**config.mk**
```make
export PLATFORM = sky130hd
export DESIGN_NAME = display_varredura
export DESIGN_NICKNAME = d
export VERILOG_FILES = /design/src/rtl/display_pkg.sv /design/src/rtl/display_varredura_divisor.sv /design/src/rtl/display_varredura.sv
export SDC_FILE = /design/constraint.sdc
export NUM_CORES = 1
export LEC_CHECK = 0
export ABC_AREA = 1
export BUFFER_PORTS_ARGS = -buffer_cell sky130_fd_sc_hd__buf_4
export CAP_MARGIN = 20
export CORE_MARGIN = 2
export CORE_UTILIZATION = 63
export CTS_CLUSTER_DIAMETER = 120
export DETAILED_ROUTE_END_ITERATION = 10
export PLACE_DENSITY = 0.86
export SLEW_MARGIN = 15
export SYNTH_ARGS = -nofsm -noshare
export SYNTH_HDL_FRONTEND = slang
export SYNTH_SLANG_ARGS = --single-unit
```
**constraint.sdc**
```tcl
create_clock -name clk -period 5.99 [get_ports clk]
set_clock_uncertainty 0.1 [all_clocks]
set_input_delay 1.198 -clock clk [delete_from_list [all_inputs] [get_ports clk]]
set_output_delay 1.198 -clock clk [all_outputs]
set_load 0.005 [all_outputs]
```
**src/rtl/display_pkg.sv**
```systemverilog
// Shared types and constants for the multiplexed 7-segment scan controller.
//   estado_t  : scan FSM states (GUARDA = dead time, EXIBE = digit lit)
//   nibble_t  : one hex digit as fed to the decoder
//   ANODO_OFF : all anodes released (active-low); slice to N_DIG bits at use
package display_pkg;

  typedef enum logic {GUARDA = 1'b0, EXIBE = 1'b1} estado_t;

  typedef logic [3:0] nibble_t;

  // Widest supported display is 8 digits; callers take the low N_DIG bits.
  localparam logic [7:0] ANODO_OFF = 8'hFF;

endpackage

```
**src/rtl/display_varredura_divisor.sv**
```systemverilog
// divisor_refresh: terminal-count counter shared by the lit and dead-time
// phases. Counts 0..limite, flags fim while at limite.
//   clk, reset : clock, async active-high reset
//   clr        : synchronous clear (takes priority over counting)
//   limite     : terminal count for the current phase
//   fim        : high during the cycle the count equals limite
module divisor_refresh #(
  parameter int W = 16
) (
  input  logic         clk,
  input  logic         reset,
  input  logic         clr,
  input  logic [W-1:0] limite,
  output logic         fim
);

  logic [W-1:0] cnt;

  always_ff @(posedge clk or posedge reset) begin
    if (reset)    cnt <= '0;
    else if (clr) cnt <= '0;
    else          cnt <= cnt + W'(1);
  end

  assign fim = (cnt == limite);

endmodule

```
**src/rtl/display_varredura.sv**
```systemverilog
// display_varredura: scan controller for a common-anode N_DIG-digit display.
// Lights one digit per slot of PRESCALE cycles, separated by BLANK_CYC cycles
// of all-anodes-off, loads new values only at frame boundaries and can blank
// leading zeros.
//   clk, reset : clock, async active-high reset
//   valor      : packed hex value, digit i = valor[4i+3:4i]
//   carga      : valid for valor; accepted when carga && pronto
//   pronto     : ready (no load waiting for the frame boundary)
//   supr_zero  : blank leading zero digits (digit 0 always shown)
//   digito     : nibble for the decoder
//   anodo      : active-low digit enables, at most one low
//   indice     : digit currently addressed
//   apagado    : all anodes off this cycle
module display_varredura
  import display_pkg::*;
#(
  parameter int N_DIG     = 4,
  parameter int PRESCALE  = 50000,
  parameter int BLANK_CYC = 2
) (
  input  logic                       clk,
  input  logic                       reset,
  input  logic [4*N_DIG-1:0]         valor,
  input  logic                       carga,
  output logic                       pronto,
  input  logic                       supr_zero,
  output nibble_t                    digito,
  output logic [N_DIG-1:0]           anodo,
  output logic [$clog2(N_DIG)-1:0]   indice,
  output logic                       apagado
);

  localparam int IW   = $clog2(N_DIG);
  localparam int CMAX = (PRESCALE > BLANK_CYC) ? PRESCALE : BLANK_CYC;
  localparam int CW   = $clog2(CMAX);

  estado_t              estado, estado_nx;
  logic [CW-1:0]        limite;
  logic                 fim;
  logic [4*N_DIG-1:0]   disp, disp_nx, pend;
  logic                 pend_vld;
  logic [IW-1:0]        ind_nx;
  logic                 wrap;
  logic                 aceita;
  logic                 suprime;
  logic                 zeros;
  logic [N_DIG-1:0]     an_on;
  nibble_t              dig_nx;

  // Same counter serves both phases; the limit follows the current state and
  // the counter clears itself on its own terminal count.
  assign limite = (estado == EXIBE) ? CW'(PRESCALE - 1) : CW'(BLANK_CYC - 1);

  divisor_refresh #(.W(CW)) u_div (
    .clk    (clk),
    .reset  (reset),
    .clr    (fim),
    .limite (limite),
    .fim    (fim)
  );

  assign pronto = ~pend_vld;
  assign aceita = carga & ~pend_vld;

  always_comb begin
    estado_nx = estado;
    ind_nx    = indice;
    wrap      = 1'b0;
    if (fim) begin
      case (estado)
        GUARDA: estado_nx = EXIBE;
        EXIBE: begin
          estado_nx = GUARDA;
          wrap      = (indice == IW'(N_DIG - 1));
          ind_nx    = wrap ? '0 : indice + IW'(1);
        end
        default: estado_nx = GUARDA;
      endcase
    end
  end

  // A pending value replaces the whole display only as indice wraps, so a
  // frame never mixes two values.
  assign disp_nx = (wrap && pend_vld) ? pend : disp;

  // Digit i>0 is blanked when it and every more significant digit are zero.
  always_comb begin
    zeros   = 1'b1;
    suprime = 1'b0;
    for (int i = N_DIG - 1; i > 0; i--) begin
      zeros = zeros & (disp[4*i +: 4] == 4'h0);
      if (indice == IW'(i)) suprime = supr_zero & zeros;
    end
  end

  always_comb begin
    dig_nx = '0;
    an_on  = '1;
    for (int i = 0; i < N_DIG; i++) begin
      if (ind_nx == IW'(i)) dig_nx = disp_nx[4*i +: 4];
      an_on[i] = (indice != IW'(i));
    end
  end

  always_ff @(posedge clk or posedge reset) begin
    if (reset) begin
      estado   <= GUARDA;
      indice   <= '0;
      disp     <= '0;
      pend     <= '0;
      pend_vld <= 1'b0;
      digito   <= '0;
      anodo    <= ANODO_OFF[N_DIG-1:0];
      apagado  <= 1'b1;
    end else begin
      estado <= estado_nx;
      indice <= ind_nx;
      disp   <= disp_nx;
      digito <= dig_nx;

      if (wrap && pend_vld) pend_vld <= 1'b0;
      else if (aceita) begin
        pend     <= valor;
        pend_vld <= 1'b1;
      end

      // Suppression is decided once, on entry to the lit phase, so a change
      // of supr_zero never cuts a slot short.
      if (fim && estado == GUARDA) begin
        anodo   <= suprime ? ANODO_OFF[N_DIG-1:0] : an_on;
        apagado <= suprime;
      end else if (fim && estado == EXIBE) begin
        anodo   <= ANODO_OFF[N_DIG-1:0];
        apagado <= 1'b1;
      end
    end
  end

endmodule

```
==> flow_summary.ini, run 1 <==
[worst_hold_path]
hold_class = register to register
hp-start = disp[0]$_DFF_PP0_

[clock_tree]
path_clk_slew_ns = 0.07
postCtsSetupRepairBufs = 0
cts_made_buffers = 9
cts_num_sinks = 61
cts_tree = yes
cts_resized = 0
hold_buffers = 0
clockBufferDepth = 2
cts.htree.levels = 3
cts-root-buf = clkbuf_8
clock_latency_ns = 0.34

[floorplan]
die_w_um = 75.25
core_sq_mm = 0.004817
rows = 25
fp.dieH_um = 75.25
dieArea_sq_mm = 0.005663
num_io_pins = 32
initial_core_util = 0.6639

[yosys]
synth.most_common_cell = nand2_1
ys_async_sr_fraction = 1.000
netlist_area_sq_mm = 0.003198
synth_seq_cells = 61
ys.flop_type = dfrtp_1
synth.largest_area_cell = dfrtp_1
synth_common_cells = nand2_1 (117), dfrtp_1 (56), nor2_1 (38)
synthesis.nets = 402
syn-mean-instance-area_sq_um = 8.483
synthTopCellsByArea = dfrtp_1 (44%), nand2_1 (14%), mux2_2 (5.6%)
netlist.area_leader.share = 0.4382
yosysSeqAreaShare = 0.4793
ys_types = 30
synth_edf_count = 0
synthCells = 377
ys_warn_count = 0

[worst_setup_path]
end_kind = register
cp_common_cell = nand2_1
cp_slowest_cell = dfrtp_1
critPathBufInv = 1
critPathArrivalTime_ns = 2.68
path_max_fanout = 20
slowest_delay_ns = 0.78
cp-startpoint = estado$_DFFE_PP0N_
critPathTopFamily = simple AND/OR/NAND/NOR gates
start_kind = register
r2r-start = estado$_DFFE_PP0N_
critPathKind = register to register
crit_path_cell_trace = inv_2, nand2_1, nand3_1, nor2_1, nand3_1, nand2_1, nor2_8, nand2_1, nand4_1
worstPathRequired_ns = 6.10

[drt]
drt_iter0_drc = 209
dr_total_vias = 2501
wl_um = 6465
avgRoutedWirePerCell_um = 13.39
vias_per_cell = 5.178
ant_nets = 0
drc = 0
drt_first_pass_iters = 4

[cells_and_area]
multi_input_area_sq_mm = 0.001428
finish.utilization = 0.7613
drive_gt1_frac = 0.2668
register_area_sq_mm = 0.001533
area_delta_synth_final_pct = 14.67
nFillCells = 364
num_antenna_cells = 0
final_net_count = 436

[grt]
track_usage = 0.2503
grt_pass1_vias = 2214
grt_pass1_wl_um = 10390
antenna_found_initial = 0
overflow = 0
grt_max_degree = 62

[run_status]
status = completed

[sta]
hold_violations = 0
drv_slew = 0
max_clock_freq_mhz = 388.9
fin_crit_ns = 2.571
period_share = 0.4293
tightest_slew_ns = 0.7324
maxSlewHeadroom = 0.5117
tns_ns = 0
rsz0062_at_grt = false
setup_viol = 0

[power_and_ir_drop]
power.total_mw = 0.8648
leakage_nw = 1.912
power_density_mw_per_mm2 = 235.8
max-vdd-ir-drop_mv = 0.2170

[placement]
place.gp.congestion = 0.8390
hpwl_um = 4482
port-buffer-count = 31

[run]
maxCapViolCount = 0
## area by class of cell
cell class              count  share of cell area
inverters                  43             0.04401
well taps                  67             0.02286
repair buffers             32             0.06551
multi-input cells         264              0.3893
clock buffers               9             0.03378
clock inverters             7             0.02661
flip-flops and latches     61              0.4179
## state kept, by name, indices dropped and copies added (netlist names)
register and cells:
pend 16, indice 2, u_div.cnt 16, disp 16
apagado 1, digito 4, anodo 4, pend_vld 1
estado 1
## path summary, 6_finish.rpt
path / end / slack, ns / cells after the start
worst max-delay path: digito[2]$_DFF_PP0_ / 3.42 / 9
worst min-delay path: disp[0]$_DFF_PP0_ / 0.38 / 2
worst max register to register: digito[2]$_DFF_PP0_ / 3.42 / 9
worst min register to register: disp[0]$_DFF_PP0_ / 0.38 / 2
max in group asynchronous: pend[14]$_DFFE_PP0P_ / 4.33 / 3
min in group asynchronous: u_div.cnt[12]$_DFF_PP0_ / 0.97 / 3
## per-layer routing
metal,track usage,share of wire,up-vias
li1,-,-,1251
met1,0.3699,0.47,1176
met2,0.3665,0.46,67
met3,0.04552,0.055,7
met4,0.1033,0.0091,0
met5,0,0,-
## cell families (layout without fill, tap and decap cells)
kind of cell | after synthesis | count (layout) | share of synthesized area
compound gates | 21 | 21 | 0.03482
xor+xnor | 5 | 5 | 0.01370
fa+ha+maj | 5 | 5 | 0.01956
buf+inv | 52 | 91 | 0.07433
flops | 61 | 61 | 0.4793
mux | 16 | 16 | 0.05634
simple gates | 217 | 217 | 0.3220
## cells in the final DEF, fill, tap and decap left out, types with 3 or more instances in the layout
| cell | instances |
|---|---|
| ha_1 | 5 |
| nor3_1 | 5 |
| inv_2 | 7 |
| dfrtp_1 | 56 |
| nor4_1 | 3 |
| mux2_2 | 16 |
| nor2_2 | 3 |
| inv_1 | 36 |
| clkbuf_8 | 9 |
| a21oi_1 | 4 |
| nand2_1 | 117 |
| nor2_1 | 38 |
| nand3_1 | 13 |
| nand4_1 | 7 |
| buf_4 | 32 |
| nand2_2 | 22 |
| dfstp_2 | 5 |
| o21ai_0 | 14 |
| nor2_4 | 4 |
| xor2_1 | 3 |
## through the flow
step / area [sq um] / setup slack, ns / hold slack, ns / std cells
3_3_place_gp: 3446 / 3.536 / 0.3557 / 467
3_5_place_dp: 3446 / 3.452 / 0.3703 / 467
5_1_grt: 3667 / 3.135 / 0.4214 / 483
4_1_cts: 3667 / 3.418 / 0.3878 / 483
2_1_floorplan: 3198 / 3.187 / 0.3384 / 377
6_report: 3667 / 3.419 / 0.3845 / 483
## worst min-delay path: stages, from the launching register on
cell and delay (ns):
dfrtp_1 0.32, nand2_1 0.05, nand2_1 0.08
## power breakdown
part	internal (mW)	switching [mW]
logic	0.0148	0.0115
registers	0.421	0.00606
clock network	0.236	0.175
Note: power is estimated with default switching activity, not from simulation.
==> run 2, diff against run 1 <==
- CORE_UTILIZATION: 63 -> 53
- PLACE_DENSITY: 0.86 -> 0.78
- clock period: 5.99 -> 2.1 ns (I/O delays scaled with it)
==> run 2 against run 1 <==
Against the previous run:
- non-clock buffer count up 16
- final cell count up 5.2%
- worst setup slack got worse by 3.3 ns
- core utilization down 10 points
- clock-buffer cell count is the same
- critical path type unchanged
==> flow_summary.ini, run 2 (synthesized netlist as in run 1, its figures left out) <==
[sta]
hold_violations = 0
period_share = 0.9413
tightest_slew_ns = 0.5092
setup_slack_ns = 0.1232
setup_viol = 0
tns_ns = 0
rsz0062_at_grt = true
fin_hold_ws_ns = 0.2016
maxSlewHeadroom = 0.6574
drv_slew = 0
max_clock_freq_mhz = 505.9
fin_crit_ns = 1.977

[grt]
overflow = 0
grt_pass1_vias = 2550
antenna_found_initial = 0
track_usage = 0.2291
grt_max_degree = 26
grt_pass1_wl_um = 11390

[cells_and_area]
finish.utilization = 0.6573
num_antenna_cells = 0
final_cell_mix = nand2_1 (117), dfrtp_1 (53), buf_4 (45), nor2_1 (37), inv_1 (36)
drive_gt1_frac = 0.3048
largestRegisters = disp: 16 flops, pend: 16 flops, u_div.cnt: 16 flops
area_delta_synth_final_pct = 20.97
final_net_count = 453
fin_area_sq_mm = 0.003869
final_common_cell = nand2_1

[run]
maxCapViolCount = 0

[clock_tree]
clockBufferDepth = 2
cts.htree.levels = 3
cts_num_sinks = 61
cts_tree = yes
cts_made_buffers = 9
clock_latency_ns = 0.34
cts-root-buf = clkbuf_8
path_clk_slew_ns = 0.08

[power_and_ir_drop]
power_density_mw_per_mm2 = 673.2
leakage_nw = 2.022
max-vdd-ir-drop_mv = 0.5000

[worst_setup_path]
cp-startpoint = estado$_DFFE_PP0N_
critPathTopFamily = simple AND/OR/NAND/NOR gates
cp_common_cell = nand2_1
slowest_delay_ns = 0.40
reg2reg_depth = 13
cp_slowest_cell = dfrtp_1
setup.reg_to_reg.worst_slack_ns = 0.12
critPathBufInv = 2
r2r-end = digito[2]$_DFF_PP0_
critPathKind = register to register
crit_path_cell_trace = buf_6, nand2_1, nand2_1, nor2_1, nand2_1, nor2_4, nand2_2, nand2_2, nand2_4, nand2_1, inv_2, nand2_1, nand4_1
start_kind = register
critPathArrivalTime_ns = 2.08
end_kind = register
worstPathRequired_ns = 2.21
path_max_fanout = 20
r2r-start = estado$_DFFE_PP0N_
cp.depth = 13

[drt]
drt_iter0_drc = 191
avgRoutedWirePerCell_um = 14.25
ant_nets = 0
dr_total_vias = 2652
drc = 0
vias_per_cell = 5.220
drt_first_pass_iters = 5
wl_um = 7238

[placement]
place_ws_ns = 0.08990
hpwl_um = 4991
place.gp.congestion = 0.8715
port-buffer-count = 31
dpl-instance-area_sq_mm = 0.003513

[floorplan]
fp.dieH_um = 81.68
num_io_pins = 32
core_sq_mm = 0.005886
dieArea_sq_mm = 0.006672
initial_core_util = 0.5434
rows = 28
die_w_um = 81.68

[worst_hold_path]
hp-start = valor[6]
hold_class = primary input to register
holdPathStages = 2
hold_end = pend[6]$_DFFE_PP0P_

[run_status]
status = completed
[run 2: timing repair]
action                                  4_1_cts  5_1_grt
endpoints found under the setup margin        0        5
hold buffers                                  1        0
buffers inserted                              0        9
resized for setup                             0        7
hold endpoints to repair                     12        0
[run 2: cell type report]
type                       count  area [sq um]
inverter                      43         161.4
clock buffer                   9         123.9
multi-input combinational    265          1451
sequential                    61          1536
timing repair buffer          48         379.1
tap                           75         93.84
clock inverter                 7         122.6
fill                         466          2017
[run 2: through the flow]
stage	power (mW)	std cells
floorplan	1.276	377
global placement	1.320	481
detailed placement	1.324	481
CTS	2.615	498
global route	2.676	508
finish	2.604	508
[run 2: power by group]
group,internal (mW),switching [mW]
registers,1.20,0.0166
logic,0.0484,0.0354
clock network,0.794,0.509
[run 2: how the worst max path moves through the flow]
| stage | endpoint | slack (ns) |
|---|---|---|
| finish | digito[2]$_DFF_PP0_ | 0.12 |
| global route | digito[2]$_DFF_PP0_ | -0.04 |
| CTS | digito[2]$_DFF_PP0_ | 0.05 |
| detailed placement | digito[0]$_DFF_PP0_ | 0.09 |
| global placement | digito[3]$_DFF_PP0_ | 0.11 |
| floorplan | digito[0]$_DFF_PP0_ | 0.08 |
[run 2: per-layer routing]
| layer | vias to the layer above | wire [um] | global-route usage |
|---|---|---|---|
| met1 | 1236 | 2967 | 0.2769 |
| li1 | 1289 | - | - |
| met2 | 106 | 3730 | 0.3803 |
| met4 | 0 | 164 | 0.1300 |
| met5 | - | 0 | 0 |
| met3 | 21 | 375 | 0.04835 |
==> run 3, diff against run 2 <==
- CORE_MARGIN: 2 -> 1
- SYNTH_HIERARCHICAL: unset -> 1
==> run 3 against run 2 <==
Against the previous run:
- the run now ends with negative setup slack left
- routed wire length is 2.3% lower
- sequential share of layout area is 1.5 points lower
- combinational power is 17% lower
- first-iteration DRC count is 14% lower
- area after synthesis is 0.51% lower
- die area is 5.3% lower
- fmax is 9.4% lower
- final cell count is 1.8% lower
- critical path type unchanged
- largest cell class is now multi-input gates
- largest power group is now registers
==> flow_summary.ini, run 3 <==
[run_status]
violations = negative setup slack
status = complete, but fails checks

[drt]
vias_per_cell = 5.198
wl_um = 7075
drt_first_pass_iters = 7
drc = 0
dr_total_vias = 2594
ant_nets = 0
drt_iter0_drc = 165
avgRoutedWirePerCell_um = 14.18

[grt]
track_usage = 0.2387
overflow = 0
grt_pass1_vias = 2522
grt_pass1_wl_um = 11270
grt_max_degree = 27
antenna_found_initial = 0

[clock_tree]
cts_num_sinks = 61
cts_made_buffers = 9
clockBufferDepth = 2
path_clk_slew_ns = 0.07
clock_latency_ns = 0.33
cts_tree = yes
cts.htree.levels = 3
hold_buffers = 0
cts-root-buf = clkbuf_8

[yosys]
synthTopCellsByArea = dfrtp_1 (44%), nand2_1 (13%), mux2_2 (5.7%)
yosysSeqAreaShare = 0.4817
synthCells = 361
netlist.area_leader.share = 0.4404
ys.flop_type = dfrtp_1
ys_types = 31
ys_warn_count = 6
synth-compound-area-share = 0.06134
ys_async_sr_fraction = 1.000
netlist_area_sq_mm = 0.003182
syn-mean-instance-area_sq_um = 8.814
synth_common_cells = nand2_1 (106), dfrtp_1 (56), nor2_1 (40)
synth.most_common_cell = nand2_1
synth-adder-area-share = 0.02359
synth_simple_gate_area_share = 0.2682
synth_edf_count = 0
synthXorXnorAreaFrac = 0.04404
synth.largest_area_cell = dfrtp_1
synth_top_family_by_area = simple AND/OR/NAND/NOR gates
synth.area.mux_share = 0.05663
synth_seq_cells = 61

[sta]
tightest_slew_ns = 0.7469
rsz0062_at_grt = true
period_share = 1.039
fin_crit_ns = 2.181
maxSlewHeadroom = 0.4990
setup_slack_ns = -0.08090
hold_violations = 0
max_clock_freq_mhz = 458.5
setup_viol = 4
drv_slew = 0
fin_hold_ws_ns = 0.03119

[cells_and_area]
register_area_sq_mm = 0.001534
drive_gt1_frac = 0.3208
multi_input_area_sq_mm = 0.001627
num_antenna_cells = 0
area_delta_synth_final_pct = 26.11
final_common_cell = nand2_1
nFillCells = 401
final_net_count = 448
final_cell_mix = nand2_1 (100), dfrtp_1 (55), buf_4 (40), nor2_1 (38), inv_1 (28)
fin_area_sq_mm = 0.004013
largestRegisters = disp: 16 flops, pend: 16 flops, u_div/cnt: 16 flops

[floorplan]
core_sq_mm = 0.005642
num_io_pins = 32
initial_core_util = 0.5640
dieArea_sq_mm = 0.006317
rows = 27
die_w_um = 79.48
fp.dieH_um = 79.48

[worst_setup_path]
path_max_fanout = 5
r2r-end = digito[0]$_DFF_PP0_
end_kind = register
critPathKind = register to register
start_kind = register
reg2reg_depth = 12
setup.reg_to_reg.worst_slack_ns = -0.08
worstPathRequired_ns = 2.21
r2r-start = estado$_DFFE_PP0P_
critPathArrivalTime_ns = 2.29

[power_and_ir_drop]
leakage_nw = 2.046
power_density_mw_per_mm2 = 598.4
max-vdd-ir-drop_mv = 0.5109

[worst_hold_path]
hold_class = primary input to asynchronous set/reset pin

[placement]
port-buffer-count = 31
place.gp.congestion = 0.8868
hpwl_um = 4517
dpl-instance-area_sq_mm = 0.003541

[run]
maxCapViolCount = 0
run 3: changes by cell type after synthesis, sizes merged, moves of 3 or more:
cell / previous run / this run
xnor2: 2 / 13
o21ai: 15 / 25
nand4: 9 / 4
nand3: 13 / 10
nor4: 3 / 0
or2: 0 / 4
nand2: 140 / 117
inv: 43 / 33
nor3: 5 / 1
a21oi: 4 / 8
run 3: final cells by class:
class                      instances  share of cell area
inverter                          33             0.03243
timing repair buffer              47             0.09978
timing repair inverter             1            0.001871
clock inverter                     7             0.02495
multi-input combinational        269              0.4054
tap                               72             0.02245
sequential                        61              0.3823
clock buffer                       9             0.03087
run 3: metal layers:
metal / GRT usage / wire (um) / vias up / part of all wire
met4: 0.1091 / 172 / 0 / 0.024
met3: 0.05371 / 366 / 14 / 0.052
met2: 0.3932 / 3606 / 87 / 0.51
li1: - / - / 1251 / -
met1: 0.2977 / 2930 / 1242 / 0.41
met5: 0 / 0 / - / 0
run 3: kinds of logic (layout without fill, tap and decap cells):
logic type / after synthesis / after routing
adder cells (fa/ha/maj): 6 / 6
other: 2 / 9
multiplexers: 16 / 16
AO/OA/AOI/OAI: 35 / 35
buffers and inverters: 41 / 97
XOR/XNOR: 16 / 16
flip-flops: 61 / 61
AND/OR/NAND/NOR: 184 / 187
run 3: worst max path at each step:
| stage | start | endpoint | cells past startpoint |
|---|---|---|---|
| 4_1_cts | estado$_DFFE_PP0P_ | digito[2]$_DFF_PP0_ | 13 |
| 2_1_floorplan | estado$_DFFE_PP0P_ | digito[1]$_DFF_PP0_ | 12 |
| 6_report | estado$_DFFE_PP0P_ | digito[0]$_DFF_PP0_ | 12 |
| 3_3_place_gp | estado$_DFFE_PP0P_ | digito[1]$_DFF_PP0_ | 11 |
| 5_1_grt | estado$_DFFE_PP0P_ | digito[0]$_DFF_PP0_ | 12 |
| 3_5_place_dp | estado$_DFFE_PP0P_ | digito[1]$_DFF_PP0_ | 13 |
run 3: timing repair:
action                                 4_1_cts  5_1_grt
setup endpoints to repair                    4       14
endpoints found under the hold margin        0        0
gates cloned                                 1        3
setup buffers                                0        8
resized for setup                            2       40
pin swaps                                    1       22
run 3: power by group:
group          switching (mW)  internal [mW]  total (mW)
sequential                  0           1.17        1.17
clock                   0.486          0.671        1.16
combinational          0.0364         0.0330      0.0694
total                   0.523           1.88        2.40
run 3: critical path, stage by stage (launching register included):
cell and delay (ns):
dfrtp_2 0.42, buf_6 0.15, xnor2_2 0.12, nand2_1 0.06, nor2_1 0.10, nand2_1 0.09
nor2_4 0.27, buf_6 0.15, nand2_4 0.07, o21ai_1 0.22, nand2_2 0.08, nand2_1 0.08
nand4_1 0.11
run 3: stage by stage:
stage	TNS (ns)	power (mW)	utilization	worst slack (ns)	instances
finish	-0.2066	2.401	0.7112	-0.08090	499
global route	-1.539	2.472	0.7112	-0.1936	499
CTS	0	2.419	0.6715	0.01246	488
detailed placement	-0.005370	1.269	0.6276	-0.005370	471
global placement	0	1.268	0.6276	0.03625	471
floorplan	0	1.228	-	0.03440	368
